**src/rtl/game_state_ctrl.sv**
```systemverilog
// game_state_ctrl: tic-tac-toe controller turning switch selections and a place button into board/turn,
// with win/draw detection and saturating round scores.
module game_state_ctrl #(
    parameter int SYNC_STAGES = 2,
    parameter int SCORE_MAX   = 9
) (
    input  logic        clk,
    input  logic        resetG,
    input  logic        KEY,
    input  logic        nextG,
    input  logic [8:0]  s,
    output logic [17:0] p,
    output logic        turn,
    output logic        p1,
    output logic        p2,
    output logic [3:0]  win1,
    output logic [3:0]  win2,
    output logic        draw,
    output logic        err
);
    typedef enum logic [1:0] {PLAY, CHECK, WIN, DRAW} state_t;
    localparam logic [3:0] SMAX = 4'(SCORE_MAX);

    state_t state_q, state_d;
    logic [SYNC_STAGES-1:0] sync_q;
    logic hist_q;
    logic [17:0] p_q, p_d;
    logic turn_q, turn_d, p1_q, p1_d, p2_q, p2_d, draw_q, draw_d, err_q, err_d;
    logic [3:0] win1_q, win1_d, win2_q, win2_d;
    logic press, one_hot, valid, line_win, full;
    logic [8:0] occ, own;
    logic [1:0] mover, mark;

    assign press   = hist_q & ~sync_q[SYNC_STAGES-1];
    assign one_hot = (s != 9'd0) && ((s & (s - 9'd1)) == 9'd0);
    assign valid   = one_hot && ((s & occ) == 9'd0);
    assign mark    = turn_q ? 2'b10 : 2'b01;
    // turn has already toggled by CHECK, so turn=1 means player1 just moved
    assign mover   = turn_q ? 2'b01 : 2'b10;
    assign full    = &occ;

    always_comb begin
        occ = '0;
        own = '0;
        for (int i = 0; i < 9; i++) begin
            occ[i] = |p_q[2*i +: 2];
            own[i] = p_q[2*i +: 2] == mover;
        end
    end

    assign line_win = (&own[2:0]) | (&own[5:3]) | (&own[8:6]) |
                      (own[0] & own[3] & own[6]) | (own[1] & own[4] & own[7]) |
                      (own[2] & own[5] & own[8]) | (own[0] & own[4] & own[8]) |
                      (own[2] & own[4] & own[6]);

    always_comb begin
        state_d = state_q;
        p_d     = p_q;
        turn_d  = turn_q;
        p1_d    = p1_q;
        p2_d    = p2_q;
        draw_d  = draw_q;
        win1_d  = win1_q;
        win2_d  = win2_q;
        err_d   = 1'b0;
        if (nextG) begin
            state_d = PLAY;
            p_d     = '0;
            turn_d  = 1'b0;
            p1_d    = 1'b0;
            p2_d    = 1'b0;
            draw_d  = 1'b0;
        end else if (state_q == PLAY && press) begin
            if (valid) begin
                for (int i = 0; i < 9; i++)
                    if (s[i]) p_d[2*i +: 2] = mark;
                turn_d  = ~turn_q;
                state_d = CHECK;
            end else begin
                err_d = 1'b1;
            end
        end else if (state_q == CHECK) begin
            if (line_win) begin
                state_d = WIN;
                p1_d    = turn_q;
                p2_d    = ~turn_q;
                win1_d  = (turn_q && win1_q != SMAX) ? win1_q + 4'd1 : win1_q;
                win2_d  = (!turn_q && win2_q != SMAX) ? win2_q + 4'd1 : win2_q;
            end else if (full) begin
                state_d = DRAW;
                draw_d  = 1'b1;
            end else begin
                state_d = PLAY;
            end
        end
    end

    always_ff @(posedge clk) begin
        if (resetG) begin
            sync_q  <= '1;
            hist_q  <= 1'b1;
            state_q <= PLAY;
            p_q     <= '0;
            turn_q  <= 1'b0;
            p1_q    <= 1'b0;
            p2_q    <= 1'b0;
            draw_q  <= 1'b0;
            err_q   <= 1'b0;
            win1_q  <= '0;
            win2_q  <= '0;
        end else begin
            sync_q  <= {sync_q[SYNC_STAGES-2:0], KEY};
            hist_q  <= sync_q[SYNC_STAGES-1];
            state_q <= state_d;
            p_q     <= p_d;
            turn_q  <= turn_d;
            p1_q    <= p1_d;
            p2_q    <= p2_d;
            draw_q  <= draw_d;
            err_q   <= err_d;
            win1_q  <= win1_d;
            win2_q  <= win2_d;
        end
    end

    assign p    = p_q;
    assign turn = turn_q;
    assign p1   = p1_q;
    assign p2   = p2_q;
    assign draw = draw_q;
    assign err  = err_q;
    assign win1 = win1_q;
    assign win2 = win2_q;
endmodule

```
**config.mk**
```make
export PLATFORM = sky130hd
export DESIGN_NAME = game_state_ctrl
export DESIGN_NICKNAME = d
export VERILOG_FILES = /design/src/rtl/game_state_ctrl.sv
export SDC_FILE = /design/constraint.sdc
export NUM_CORES = 1
export LEC_CHECK = 0
export ABC_AREA = 0
export BUFFER_PORTS_ARGS = -buffer_cell sky130_fd_sc_hd__buf_2
export CAP_MARGIN = 10
export CORE_MARGIN = 5
export CORE_UTILIZATION = 57
export DETAILED_ROUTE_END_ITERATION = 6
export HOLD_SLACK_MARGIN = 0.1
export PLACE_DENSITY_LB_ADDON = 0.08
export RECOVER_POWER = 100
export SYNTH_ARGS = -nofsm -noshare
export SYNTH_HDL_FRONTEND = slang
export SYNTH_SLANG_ARGS = --single-unit
```
**constraint.sdc**
```tcl
create_clock -name clk -period 3.9 [get_ports clk]
set_clock_uncertainty 0.2 [all_clocks]
set_input_delay 0.585 -clock clk [delete_from_list [all_inputs] [get_ports clk]]
set_output_delay 0.585 -clock clk [all_outputs]
set_load 0.1 [all_outputs]
```
**Word-level counts from Yosys, hierarchy flattened**

Cells that the tools add are included.

- $add $sub $neg: 3
- Eq/ne operators: 13
- Muxes and demuxes: 8
- Bitwise logic cells: 25
- Reductions and logical operators: 41

Operator list:

| cell | count |
|---|---|
| AND reduction 3 bit | 13 |
| OR reduction 2 bit | 10 |
| AND 9 bit | 2 |
| == test 2 bit | 9 |
| logical NOT 9 bit | 2 |
| two-way mux 2 bit | 7 |
| AND reduction 12 bit | 1 |
| AND 1 bit | 11 |
| AND reduction 5 bit | 2 |
| AND reduction 9 bit | 1 |
| nonzero test 9 bit | 1 |
| subtractor 9 x 1 -> 9 bit (second input constant) | 1 |
| adder 4 x 1 -> 4 bit (second input constant) | 2 |
| != test 4 bit (second input constant) | 2 |
| bitwise OR 1 bit | 7 |
| logical AND 1 bit | 5 |
| NOT 1 bit | 5 |
| AND reduction 2 bit | 2 |
| OR reduction 3 bit | 1 |
| == test 2 x 1 -> 1 bit (second input constant) | 1 |
| logical NOT 2 bit | 1 |
| != test 2 bit (second input constant) | 1 |
| nonzero test 2 bit | 1 |
| logical NOT 1 bit | 1 |
| two-way mux 1 bit | 1 |

- Flip-flop bits (word level): 36
- Output and inout port bits: 31
- Logic and storage cells: 109

**Depth between registers and ports, before layout**

- Depth after elaboration: 13
- Gate-level depth with buffers: 8
- Mapped depth without buffers: 6

**Least setup slack after synthesis**

OpenSTA, ideal clock, no wires.

- Kind: register to register
- From: reg turn_q, in the netlist turn
- To: reg win1_q[3], in the netlist win1[3]
- Setup time: 0.121 ns
- Data arrival time: 2.595 ns
- Path slack: 0.985 ns
- Cell stages (with the launch flop): 9
- Buffers on the path: 2
- Cell sequence: dfxtp_1 -> buf_2 -> or3b_1 -> nor3b_1 -> o32ai_1 -> nand4b_1 -> buf_4 -> nand4_1 -> mux2_2

- Longest elaborated chain between the ends: 11
- Elaborated cells on any way between the ends: 32
- Those cells by class: 9 x eq/ne; 1 x mux; 17 x bitwise; 5 x reduce/logical

Ends and longest elaborated chain:

| what | RTL line | text |
|---|---|---|
| start: declaration | 28 | `logic turn_q, turn_d, p1_q, p1_d, p2_q, p2_d, draw_q, draw_d, err_q, err_d;` |
| start signal: assignment | 116 | `turn_q <= turn_d;` |
| two-way mux 2 bit | 39 | `assign mover = turn_q ? 2'b01 : 2'b10;` |
| == test 2 bit | 47 | `own[i] = p_q[2*i +: 2] == mover;` |
| AND reduction 3 bit | 51 | `assign line_win = (&own[2:0]) \| (&own[5:3]) \| (&own[8:6]) \|` |
| bitwise OR 1 bit (3 in a row) | 51 |  |
| bitwise OR 1 bit (2 in a row) | 52 | `(own[0] & own[3] & own[6]) \| (own[1] & own[4] & own[7]) \|` |
| bitwise OR 1 bit (2 in a row) | 53 | `(own[2] & own[5] & own[8]) \| (own[0] & own[4] & own[8]) \|` |
| AND reduction 5 bit (no source line) * | -- |  |
| end signal: assignment | 121 | `win1_q <= win1_d;` |
| end: declaration | 29 | `logic [3:0] win1_q, win1_d, win2_q, win2_d;` |

Every way passes the cells marked *; elsewhere a longest branch is shown, timed or not.
A chain may end at the register's enable or synchronous reset.

**Worst setup path in the final report**

- From: in s[1]
- To: reg p_q[2], in the netlist p[2]

- Longest elaborated chain between the ends: 6
- Elaborated cells on any way between the ends: 9
- Those cells by class: 1 x add/sub; 2 x bitwise; 6 x reduce/logical

Ends and longest elaborated chain:

| what | RTL line | text |
|---|---|---|
| start: declaration | 11 | `input logic [8:0] s,` |
| subtractor 9 x 1 -> 9 bit | 35 | `assign one_hot = (s != 9'd0) && ((s & (s - 9'd1)) == 9'd0);` |
| AND 9 bit | 35 |  |
| logical NOT 9 bit | 35 |  |
| logical AND 1 bit | 35 |  |
| logical AND 1 bit | 36 | `assign valid = one_hot && ((s & occ) == 9'd0);` |
| AND reduction 3 bit (no source line) * | -- |  |
| end signal: assignment | 115 | `p_q <= p_d;` |
| end: declaration | 27 | `logic [17:0] p_q, p_d;` |

Marks and branches as above.

==> run_results.csv <==
group,metric,value,unit
status,status,"finished, final reports clean",
clock_network,post_cts_resized,0,
synth,seq_area_frac_synth,0.3845,
drt,firstDrtPassIters,4,
pwr,ir_drop,222.9,uV
synth,synth_area,1874,um2
clock_network,cts_tree,"yes",
setup_path,cp.arrival,3.03,ns
setup_path,path_max_fanout,10,
global_routing,grt_pass1_wl,7714,um
clock_network,clkTransAtPathRegs,0.11,ns
pwr,power.density,314.8,nW/um2
synth,yosys-top-cells-area,"dfxtp_1, o21ai_0, nand2_1",
setup_path,start_kind,"primary input",
floorplan,start_util,0.6040,
timing,timing.final.crit_share,0.7596,
synth,yosys_register_bits,36,
timing,fin_crit,2.962,ns
setup_path,r2r_cells,6,
drt,wl_per_cell,14.82,um
timing,slew_viol_final,0,
timing,rsz0062_at_grt,"false",
clock_network,cts_sinks,36,
setup_path,slowest_delay,0.63,ns
drt,drc_errors,0,
drt,vias,1864,
timing,setup_viol,0,
cells_and_area,n_antenna_cell,0,
drt,drt_iter0_drc,140,
setup_path,crit_chain,"clkbuf_1, or4_1, o41ai_1, nand2_1, nor4b_1, nand2_1, o21ai_0",
clock_network,htreeDepth,2,
synth,async_reset_ff_frac,0,
synth,synth_largest_area_cell,"dfxtp_1",
clock_network,cts_hold_buf,0,
timing,setup_slack,0.9377,ns
floorplan,die_h,67.35,um
synth,yosysWarnings,0,
setup_path,path_common_cell,"nand2_1",
clock_network,cts_buffers,5,
pwr,p_leak,0.7208,nW
drt,postRouteWirelength,4610,um
synth,yosysUniqueCellTypes,45,
timing,hold_viol_final,0,
timing,max_freq,337.6,MHz
hold_path,min_path_cells,1,
timing,fin_setup_tns,0,ns
setup_path,crit_path_end_kind,"flip-flop",
floorplan,die_area,4535,um2
global_routing,grt_pass1_vias,1755,
clock_network,clockBufferDepth,2,
global_routing,grt_max_degree,21,
cells_and_area,drive_gt1_frac,0.1199,
synth,synth_area_per_cell,8.367,um2
timing,hold_ws,0.2181,ns
hold_path,worst_hold_path_type,"reg2reg",
setup_path,crit_type,"in2reg",
synth,synth_ff_type,"dfxtp_1",
floorplan,rows,20,
global_routing,track_usage,0.2221,
setup_path,critical_path.slowest_cell,"or4_1",
global_routing,grt.overflow.total,0,
placement,dp_hpwl,3344,um
synth,mappedNetlistNets,241,
floorplan,die_w,67.35,um
clock_network,cts_setup_buffers,0,
clock_network,insertion_delay,0.34,ns
placement,place_congestion,0.8702,
setup_path,required,3.97,ns
synth,synth_top_area_share,0.3845,
timing,slew_headroom,0.2075,
cells_and_area,fin_nets,283,
placement,place.port_buffers,43,
clock_network,cts-root-buf,"clkbuf_4",
drt,via_per_inst,5.994,
floorplan,fp.coreArea,3103,um2
placement,dp_slack,1.108,ns
floorplan,boundaryPins,44,
synth,syn-instance-count,224,
flow_run,drv_cap,0,
synth,synth_edf_count,0,
global_routing,antenna_found_initial,0,
cells_and_area,syn_to_final_growth,13.22,%
drt,postRouteAntennaNets,0,
timing,tightest_slew,1.194,ns
==> cells in the final DEF (no fill, tap or decap), drive strengths merged, types with 2 or more instances in the layout <==
master and instances:
clkbuf 38, a41o 3, or3b 3, a311oi 3, nor2b 5, dfxtp 36, o22a 2, nor3b 4
nand2b 10, o22ai 11, or4 2, nand2 34, nand3b 4, nand4 4, ha 4, o41ai 2
nor2 10, a21oi 6, o31ai 3, inv 6, nor3 7, buf 11, mux2 5, o21ai 25
a211oi 3, nand3 5, or2 4, o21a 2
==> cells in the mapped netlist, types with 2 or more instances <==
cell,n
nand2_1,32
clkbuf_1,6
nand3b_1,4
ha_1,4
mux2_2,5
nor3b_1,4
o31ai_1,3
nand2b_1,10
a41o_1,3
o21ai_0,25
a21oi_1,6
or2_2,4
o22a_1,2
o21a_1,2
nor2b_1,5
nand2_2,2
dfxtp_1,36
nand3_1,5
inv_1,6
a311oi_1,3
o22ai_1,11
nor3_1,7
nor2_1,10
nand4_1,4
or3b_2,2
a211oi_1,3
buf_2,2
==> state kept, by name, indices dropped and copies added, names as in the netlist <==
| signal | count |
|---|---|
| draw | 1 |
| hist_q | 1 |
| sync_q | 2 |
| p1 | 1 |
| state_q | 2 |
| win1 | 4 |
| err | 1 |
| turn | 1 |
| p2 | 1 |
| p | 18 |
| win2 | 4 |
==> metrics by stage <==
step | instance area, um2 | power (mW) | util | cells
after CTS | 2192 | 0.6755 | 0.7065 | 311
after floorplan | 1874 | 0.4006 | - | 224
after detailed placement | 2112 | 0.4160 | 0.6806 | 303
after global routing | 2122 | 0.7043 | 0.6839 | 311
final | 2122 | 0.6681 | 0.6839 | 311
after global placement | 2112 | 0.4162 | 0.6806 | 303
==> critical path, delay by kind of cell <==
| kind | cells | cell delay (ns) |
|---|---|---|
| buffers and inverters | 1 | 0.12 |
| and+or+nand+nor | 4 | 1.74 |
| AOI/OAI and AO/OA | 2 | 0.59 |
==> cell families (layout without fill, tap and decap cells) <==
family,after synthesis,count (layout),synth area share
and+or+nand+nor,98,98,0.2931
AOI/OAI and AO/OA,66,66,0.2323
DFF,36,36,0.3845
buffers and inverters,15,58,0.03338
muxes,5,5,0.03004
adders and majority gates,4,4,0.02670
==> final cells by class <==
cell class,instances,area (um2)
inverter,6,22.52
sequential,36,720.7
multi-input combinational,173,1062
clock buffer,5,37.54
timing repair buffer,44,181.4
fill,321,980.9
tap,44,55.05
clock inverter,3,42.54
==> report_power, final <==
group	switching, mW	internal [mW]	total (mW)
Combinational	0.0240	0.0129	0.0369
Sequential	0.000450	0.369	0.369
Clock	0.128	0.134	0.262
Total	0.153	0.515	0.668
==> final timing paths <==
check        slack (ns)                 start                   end
max reg2reg        0.98     turn$_SDFFE_PP0P_  win2[0]$_SDFFE_PP0P_
max                0.94                  s[1]     p[2]$_SDFFE_PP0P_
min reg2reg        0.22  sync_q[0]$_SDFF_PP1_  sync_q[1]$_SDFF_PP1_
min                0.22  sync_q[0]$_SDFF_PP1_  sync_q[1]$_SDFF_PP1_
==> per-layer routing <==
metal | global-route usage | part of all wire | up-vias
met1 | 0.2661 | 0.42 | 889
met3 | 0.04493 | 0.058 | 7
met4 | 0.06582 | 0.013 | 0
met2 | 0.3975 | 0.51 | 55
li1 | - | - | 913
met5 | 0 | 0 | -
No activity file was read; power rests on OpenSTA's default activity.
